`config.mk`:
```
export PLATFORM = sky130hd
export DESIGN_NAME = block_mult_sequencer
export DESIGN_NICKNAME = d
export VERILOG_FILES = /design/src/rtl/block_mult_sequencer.sv
export SDC_FILE = /design/constraint.sdc
export NUM_CORES = 1
export LEC_CHECK = 0
export ABC_AREA = 1
export CAP_MARGIN = 20
export CELL_PAD_IN_SITES_DETAIL_PLACEMENT = 0
export CELL_PAD_IN_SITES_GLOBAL_PLACEMENT = 1
export CORE_AREA = 5 5 449 451
export CTS_BUF_LIST = sky130_fd_sc_hd__clkbuf_4
export DETAILED_ROUTE_END_ITERATION = 6
export DIE_AREA = 0 0 454 456
export GPL_TIMING_DRIVEN = 0
export HOLD_SLACK_MARGIN = 0.15
export PLACE_DENSITY_LB_ADDON = 0.1
export RECOVER_POWER = 25
export SYNTH_ARGS = -nofsm -noshare
export SYNTH_HDL_FRONTEND = slang
export SYNTH_SLANG_ARGS = --single-unit
```
`constraint.sdc`:
```
create_clock -name clk -period 2 [get_ports clk]
set_clock_uncertainty 0.05 [all_clocks]
set_input_delay 0.2 -clock clk [delete_from_list [all_inputs] [get_ports clk]]
set_output_delay 0.2 -clock clk [all_outputs]
set_load 0.1 [all_outputs]
```
`src/rtl/block_mult_sequencer.sv`:
```
// Sequences block multiplies and accumulations for a (2*N_BLK)-square matrix product,
// driving an external block multiplier, a 4-lane adder and the A/B/C block RAMs.
module block_mult_sequencer #(
    parameter int N_BLK  = 2,
    parameter int ADDR_W = 2
) (
    input  logic               clk,
    input  logic               rst_n,
    input  logic               start,
    output logic               busy,
    output logic               done,
    output logic               a_rd_en,
    output logic [ADDR_W-1:0]  a_rd_addr,
    input  logic [127:0]       a_rd_data,
    output logic               b_rd_en,
    output logic [ADDR_W-1:0]  b_rd_addr,
    input  logic [127:0]       b_rd_data,
    output logic               mul_start,
    output logic [127:0]       mul_a,
    output logic [127:0]       mul_b,
    input  logic [127:0]       mul_c,
    input  logic               mul_done,
    output logic               add_stb,
    output logic [127:0]       add_a,
    output logic [127:0]       add_b,
    input  logic [127:0]       add_z,
    input  logic               add_z_stb,
    output logic               add_z_ack,
    output logic               c_wr_en,
    output logic [ADDR_W-1:0]  c_wr_addr,
    output logic [127:0]       c_wr_data
);

    localparam int CNT_W = (N_BLK > 1) ? $clog2(N_BLK) : 1;
    localparam logic [CNT_W-1:0] CNT_LAST = CNT_W'(N_BLK - 1);

    typedef enum logic [2:0] {
        S_IDLE,
        S_RD,
        S_LOAD,
        S_MUL,
        S_ACC,
        S_WR,
        S_DONE
    } state_t;

    state_t           state_reg, state_next;
    logic [CNT_W-1:0] i_reg, j_reg, k_reg;
    logic [127:0]     mul_a_reg, mul_b_reg, prod_reg, acc_reg;
    logic             mul_start_reg, add_z_ack_reg;
    logic             i_last, j_last, k_last;

    assign i_last = (i_reg == CNT_LAST);
    assign j_last = (j_reg == CNT_LAST);
    assign k_last = (k_reg == CNT_LAST);

    always_ff @(posedge clk or negedge rst_n) begin
        if (!rst_n) begin
            state_reg <= S_IDLE;
        end else begin
            state_reg <= state_next;
        end
    end

    always_comb begin
        state_next = state_reg;
        case (state_reg)
            S_IDLE:  if (start) state_next = S_RD;
            S_RD:    state_next = S_LOAD;
            S_LOAD:  state_next = S_MUL;
            S_MUL: begin
                // The first partial product seeds the accumulator without an add.
                if (mul_done) begin
                    if (k_reg != '0)  state_next = S_ACC;
                    else if (k_last)  state_next = S_WR;
                    else              state_next = S_RD;
                end
            end
            S_ACC:   if (add_z_stb) state_next = k_last ? S_WR : S_RD;
            S_WR:    state_next = (i_last && j_last) ? S_DONE : S_RD;
            S_DONE:  state_next = S_IDLE;
            default: state_next = S_IDLE;
        endcase
    end

    always_ff @(posedge clk or negedge rst_n) begin
        if (!rst_n) begin
            i_reg         <= '0;
            j_reg         <= '0;
            k_reg         <= '0;
            mul_a_reg     <= '0;
            mul_b_reg     <= '0;
            prod_reg      <= '0;
            acc_reg       <= '0;
            mul_start_reg <= 1'b0;
            add_z_ack_reg <= 1'b0;
        end else begin
            mul_start_reg <= (state_reg == S_LOAD);
            add_z_ack_reg <= (state_reg == S_ACC) && add_z_stb;
            case (state_reg)
                S_LOAD: begin
                    mul_a_reg <= a_rd_data;
                    mul_b_reg <= b_rd_data;
                end
                S_MUL: begin
                    if (mul_done) begin
                        prod_reg <= mul_c;
                        if (k_reg == '0) begin
                            acc_reg <= mul_c;
                            if (!k_last) k_reg <= k_reg + CNT_W'(1);
                        end
                    end
                end
                S_ACC: begin
                    if (add_z_stb) begin
                        acc_reg <= add_z;
                        if (!k_last) k_reg <= k_reg + CNT_W'(1);
                    end
                end
                S_WR: begin
                    k_reg <= '0;
                    if (j_last) begin
                        j_reg <= '0;
                        i_reg <= i_last ? '0 : i_reg + CNT_W'(1);
                    end else begin
                        j_reg <= j_reg + CNT_W'(1);
                    end
                end
                S_DONE: begin
                    i_reg <= '0;
                    j_reg <= '0;
                    k_reg <= '0;
                end
                default: ;
            endcase
        end
    end

    assign busy      = (state_reg == S_RD) || (state_reg == S_LOAD) || (state_reg == S_MUL) ||
                       (state_reg == S_ACC) || (state_reg == S_WR);
    assign done      = (state_reg == S_DONE);
    assign a_rd_en   = (state_reg == S_RD);
    assign b_rd_en   = (state_reg == S_RD);
    assign a_rd_addr = ADDR_W'(i_reg) * ADDR_W'(N_BLK) + ADDR_W'(k_reg);
    assign b_rd_addr = ADDR_W'(k_reg) * ADDR_W'(N_BLK) + ADDR_W'(j_reg);
    assign c_wr_addr = ADDR_W'(i_reg) * ADDR_W'(N_BLK) + ADDR_W'(j_reg);
    assign mul_start = mul_start_reg;
    assign mul_a     = mul_a_reg;
    assign mul_b     = mul_b_reg;
    assign add_stb   = (state_reg == S_ACC);
    assign add_a     = acc_reg;
    assign add_b     = prod_reg;
    assign add_z_ack = add_z_ack_reg;
    assign c_wr_en   = (state_reg == S_WR);
    assign c_wr_data = acc_reg;

endmodule

```
==> results.json, run 1 <==
{
  "synth_largest_area_cell": "dfrtp_1",
  "antenna_found_initial": 41,
  "clock_path_buffers": 3,
  "clkTransAtPathRegs_ps": 60,
  "critPathRequiredTime_ps": 3020,
  "worst_pin_slew_ps": 910,
  "synth_seq_cells": 520,
  "tritoncts": "built",
  "hp-class": "in2reg",
  "rsz0062_at_grt": "true",
  "die_h_um": 456,
  "worst_slack_ps": -571,
  "avgSynthCellArea_um2": 8.06,
  "end_kind": "flop",
  "ys_types": 18,
  "slew_violations": 0,
  "setup_violations": 784,
  "worstSkewPairLatency_ps": 1100,
  "final_common_cell": "nand2_1",
  "post_dp_cell_area_um2": 38500,
  "cts_sinks": 520,
  "area_delta_synth_final_pct": 155,
  "wirelength_mm": 179,
  "crit_arrival_ps": 3590,
  "fp-row-count": 163,
  "timing.final.crit_share_pct": 129,
  "yosys_warnings": 0,
  "crit_type": "reg2reg",
  "io_pins": 1171,
  "avgRoutedWirePerCell_um": 22.0,
  "synth_top_cell_area_share_pct": 57.6,
  "final_area_um2": 57600,
  "vias_per_cell": 3.49,
  "firstDrtPassIters": 6,
  "cp_slowest_stage_delay_ps": 600,
  "start_util_pct": 11.5,
  "synth_area_leaders": "dfrtp_1 58%, nand2_1 28%, buf_4 4.6%, nand3_1 3.0%, o21ai_0 2.9%",
  "slowest_stage": "buf_1",
  "hpwl_mm": 141,
  "numPortBuffers": 1170,
  "synth_fp_nets": 3318,
  "status": "complete, but fails checks",
  "hold_viol_final": 0,
  "synthesis.area_um2": 22600,
  "cts_made_buffers": 185,
  "overflow": 0,
  "place_congestion": 0.796,
  "vias": 28291,
  "start_kind": "flop",
  "syn_inst": 2801,
  "path_cells": "buf_6 -> buf_4 -> buf_12 -> nor2_4 -> buf_2 -> buf_1 -> nand3_1 -> nand2_1",
  "min_period_ps": 2570,
  "grt_max_degree": 88,
  "maxCapViolCount": 0,
  "relSlewSlack_pct": 39.4,
  "fmax_mhz": 389,
  "grt_pass1_wl_mm": 245,
  "layout_common_cells": "1680 x nand2_1, 1004 x dlygate4sd3_1, 515 x clkdlybuf4s50_1",
  "dp_slack_ps": -712,
  "drc": 0,
  "drive_above_1_share_pct": 27.1,
  "path_max_fanout": 10,
  "grt_pass1_vias": 30086,
  "fin_nets": 5825,
  "synth_seq_area_share_pct": 57.6,
  "detail-route-antenna-nets": 0,
  "core_um2": 197000,
  "dieArea_um2": 207000,
  "root_buffer": "clkbuf_4",
  "violations": "setup timing",
  "drtIter0Drc": 1135,
  "htree_levels": 4,
  "grtUsageTotal_pct": 16.7,
  "die_x_um": 454
}
## worst max-delay path: cells and delay by family (launching register included)
family                 cells  cell delay (ps)
buffers and inverters      5             1290
and+or+nand+nor            3              800
DFF                        1              370
## cells by family (layout without fill, tap and decap cells)
family / after synthesis / in the layout / share of synthesized area (%)
flops: 520 / 520 / 57.6
simple gates: 1830 / 1830 / 31.3
other cells: 0 / 24 / 0
compound gates: 134 / 134 / 2.98
buf+inv: 317 / 2962 / 8.12
## per-layer routing
layer | wire (um) | global-route usage, %
met2 | 94200 | 30.9
met3 | 9180 | 3.91
met1 | 70700 | 19.2
met5 | 62 | 0
met4 | 4600 | 4.15
## what timing repair did
action,4_1_cts,5_1_grt
endpoints found under the setup margin,1152,1307
hold buffers,1005,0
gates resized for setup,1624,3793
buffers inserted,8,105
pin swaps,0,3
hold endpoints to repair,1037,0
## final timing paths
path | startpoint | cells past startpoint | slack [ps] | end
min in group asynchronous | rst_n | 5 | 720 | add_b[115]
max | state_reg[2] | 8 | -570 | add_b[124]
min | add_z[76] | 6 | 340 | add_a[76]
min reg2reg | add_b[23] | 2 | 420 | add_b[23]
max in group asynchronous | rst_n | 7 | -240 | mul_b[3]
max reg2reg | state_reg[2] | 8 | -570 | add_b[124]
## cell type report
type	instances	area [um^2]
flip-flops and latches	520	13100
clock buffers	293	2200
fillers	21127	139000
multi-input cells	1964	7820
plain buffers	295	2280
well taps	2640	3300
inverters	13	62.6
repair buffers	2329	28500
clock inverters	32	206
diodes	24	60.1
## synthesized netlist by cell type
cell type and number:
a21oi_1 3, buf_1 8, buf_2 83, buf_4 138, buf_6 3, clkbuf_1 72
dfrtp_1 520, inv_1 9, inv_2 4, nand2_1 1683, nand2_2 3, nand3_1 135
nand4_1 1, nor2_1 5, nor2_2 1, nor2_4 2, o21ai_0 130, o21bai_1 1
## metrics by stage
stage	instances	setup TNS [ps]	hold WS, ps	utilization (%)
after global routing	8101	-335960	160	29.2
after CTS	7992	-718780	150	26.2
after global placement	6611	-	405	19.1
after floorplan	2801	-120	-146	-
after detailed placement	6654	-219990	153	19.6
final	8110	-120910	340	29.3
Power of run 1 is left out: the tool's default activity adds up to more than one toggle a clock period on the data nets, which glitch-free logic cannot reach.
==> run 2: changes to the inputs <==
CORE_AREA = 5 5 457 459   (was 5 5 449 451)
DIE_AREA = 0 0 462 464   (was 0 0 454 456)
DONT_BUFFER_PORTS = 1   (was unset)
==> results.json, run 2 <==
{
  "status": "stopped before the end",
  "haltStage": "4_1_cts",
  "error_line": "[ERROR RSZ-0060] Max buffer count reached.",
  "numPortBuffers": 0,
  "synth_largest_area_cell": "dfrtp_1",
  "start_util_pct": 11.1,
  "ctsHoldBuffers": 1170,
  "place_congestion": 0.768,
  "cts_made_buffers": 184,
  "fp-row-count": 166,
  "synth-async-reset-ratio_pct": 100,
  "synth-main-ff-cell": "dfrtp_1",
  "cts_resized": 1299,
  "avgSynthCellArea_um2": 8.06,
  "htree_levels": 4,
  "ys_top_cells_by_count": "1683 x nand2_1, 520 x dfrtp_1, 138 x buf_4, 135 x nand3_1, 130 x o21ai_0",
  "synth_seq_cells": 520,
  "io_pins": 1171,
  "hpwl_mm": 122,
  "yosys_warnings": 0,
  "syn_inst": 2801,
  "cts_sinks": 520,
  "synth_fp_nets": 3318,
  "die_h_um": 464,
  "synth.most_common_cell": "nand2_1",
  "cts_setup_buffers": 11,
  "synth_seq_area_share_pct": 57.6,
  "root_buffer": "clkbuf_4",
  "synth_edf_count": 0,
  "synth_area_leaders": "dfrtp_1 58%, nand2_1 28%, buf_4 4.6%, nand3_1 3.0%, o21ai_0 2.9%",
  "synth_top_cell_area_share_pct": 57.6,
  "synthesis.area_um2": 22600,
  "clock_path_buffers": 3,
  "ys_types": 18,
  "die_x_um": 462
}
[run 2: logic make-up after synthesis]
logic type	Yosys count	synth area share, %
AND/OR/NAND/NOR	1830	31.3
buffers and inverters	317	8.12
AO/OA/AOI/OAI	134	2.98
flip-flops	520	57.6
[run 2: stage by stage]
step	area [um^2]	util (%)	setup WS (ps)	std cells	hold slack [ps]
2_1_floorplan	22600	-	-120	2801	-146
3_3_place_gp	26000	12.7	-1160	5489	-127
3_5_place_dp	26400	12.9	-975	5513	-126
==> run 3: changes to the inputs <==
CELL_PAD_IN_SITES_DETAIL_PLACEMENT = unset   (was 0)
CELL_PAD_IN_SITES_GLOBAL_PLACEMENT = unset   (was 1)
CORE_AREA = 5 5 449 451   (was 5 5 457 459)
CTS_BUF_LIST = unset   (was sky130_fd_sc_hd__clkbuf_4)
DIE_AREA = 0 0 454 456   (was 0 0 462 464)
HOLD_SLACK_MARGIN = unset   (was 0.15)
PLACE_DENSITY_LB_ADDON = 0.15   (was 0.1)
==> results.json, run 3 (synthesized netlist as in run 1, its figures left out) <==
{
  "hp-class": "in2async",
  "area_delta_synth_final_pct": 63.7,
  "r2r-start": "state_reg[1]",
  "firstDrtPassIters": 5,
  "crit_type": "reg2out",
  "status": "complete, but fails checks",
  "drc": 0,
  "drtIter0Drc": 1296,
  "hold_viol_final": 252,
  "fin_nets": 3983,
  "relSlewSlack_pct": -5.57,
  "ctsHoldBuffers": 528,
  "clkTransAtPathRegs_ps": 60,
  "drive_above_1_share_pct": 24.4,
  "detail-route-antenna-nets": 0,
  "vias_per_cell": 3.48,
  "end_kind": "primary output",
  "overflow": 0,
  "grt_pass1_wl_mm": 196,
  "r2r_cells": 15,
  "core_um2": 197000,
  "tritoncts": "built",
  "root_buffer": "clkbuf_16",
  "path_cells": "inv_2 -> nand2_4 -> nor2_4",
  "grt_max_degree": 521,
  "slowest_stage": "nor2_4",
  "fp-row-count": 163,
  "final_common_cell": "nand2_1",
  "layout_common_cells": "1630 x nand2_1, 528 x dlygate4sd3_1, 207 x dfrtp_2",
  "crit_arrival_ps": 1980,
  "io_pins": 1171,
  "wirelength_mm": 147,
  "timing.final.crit_share_pct": 111,
  "maxCapViolCount": 0,
  "start_util_pct": 11.5,
  "worst_pin_slew_ps": 1580,
  "cts_made_buffers": 77,
  "violations": "hold timing, slew limit, setup timing",
  "r2r_setup_slack_ps": -160,
  "crit_family": "simple AND/OR/NAND/NOR gates",
  "setup_violations": 125,
  "r2r-end": "add_a[8]",
  "path_max_fanout": 4,
  "clock_path_buffers": 3,
  "critPathRequiredTime_ps": 1750,
  "crit_buf_inv": 1,
  "worst_slack_ps": -228,
  "rsz0062_at_grt": "true",
  "fmax_mhz": 449,
  "dieArea_um2": 207000,
  "whs_ps": -839,
  "numPortBuffers": 0,
  "cts_sinks": 520,
  "worstSkewPairLatency_ps": 690,
  "place_congestion": 0.842,
  "antenna_found_initial": 43,
  "vias": 21499,
  "die_x_um": 454,
  "avgRoutedWirePerCell_um": 23.7,
  "start_kind": "flop",
  "slew_violations": 197,
  "htree_levels": 3,
  "hpwl_mm": 114,
  "cp_slowest_stage_delay_ps": 630,
  "grt_pass1_vias": 22741,
  "min_period_ps": 2230,
  "die_h_um": 456,
  "grtUsageTotal_pct": 13.5
}
[run 3: layout make-up]
type                       count  area [um^2]
sequential                   520        13700
timing repair buffer         588         6330
fill                       22116       160000
multi-input combinational   1964         7960
inverter                      13         60.1
buffer                       302         2940
antenna                       17         42.5
tap                         2640         3300
clock inverter                23          362
clock buffer                 117         2260
[run 3: how the worst max path moves through the flow]
stage	startpoint	end	slack, ps	cells past startpoint
floorplan	state_reg[2]	busy	-120	2
global placement	state_reg[2]	mul_a[63]	-1230	7
detailed placement	state_reg[2]	mul_a[126]	-1030	8
CTS	state_reg[1]	c_wr_en	-360	3
global route	state_reg[1]	add_stb	-320	5
finish	state_reg[1]	c_wr_en	-230	3
[run 3: per-stage QoR]
stage	setup slack (ps)	utilization (%)	TNS, ps	cell area [um^2]	cells
global route	-325	18.8	-40780	37000	6173
global placement	-1230	13.2	-321470	25900	5441
finish	-228	18.8	-9760	37000	6184
CTS	-364	18.2	-10020	35800	6133
detailed placement	-1030	13.4	-260310	26300	5463
floorplan	-120	-	-120	22600	2801
[run 3: what timing repair did]
action                                  4_1_cts  5_1_grt
setup buffers                                 3       20
resized for setup                           731      228
endpoints found under the hold margin      1037      368
endpoints found under the setup margin      958      258
pin swaps                                     2        4
gates cloned                                  0       13
[run 3: per-layer routing]
metal | vias to the layer above | global-route usage (%) | part of all wire [%]
li1 | 9871 | - | -
met1 | 10611 | 16.1 | 40
met2 | 847 | 23.8 | 50
met3 | 144 | 3.97 | 7.5
met4 | 26 | 2.79 | 1.7
met5 | - | 0 | 0.12
Power of run 3 is left out for the same reason.
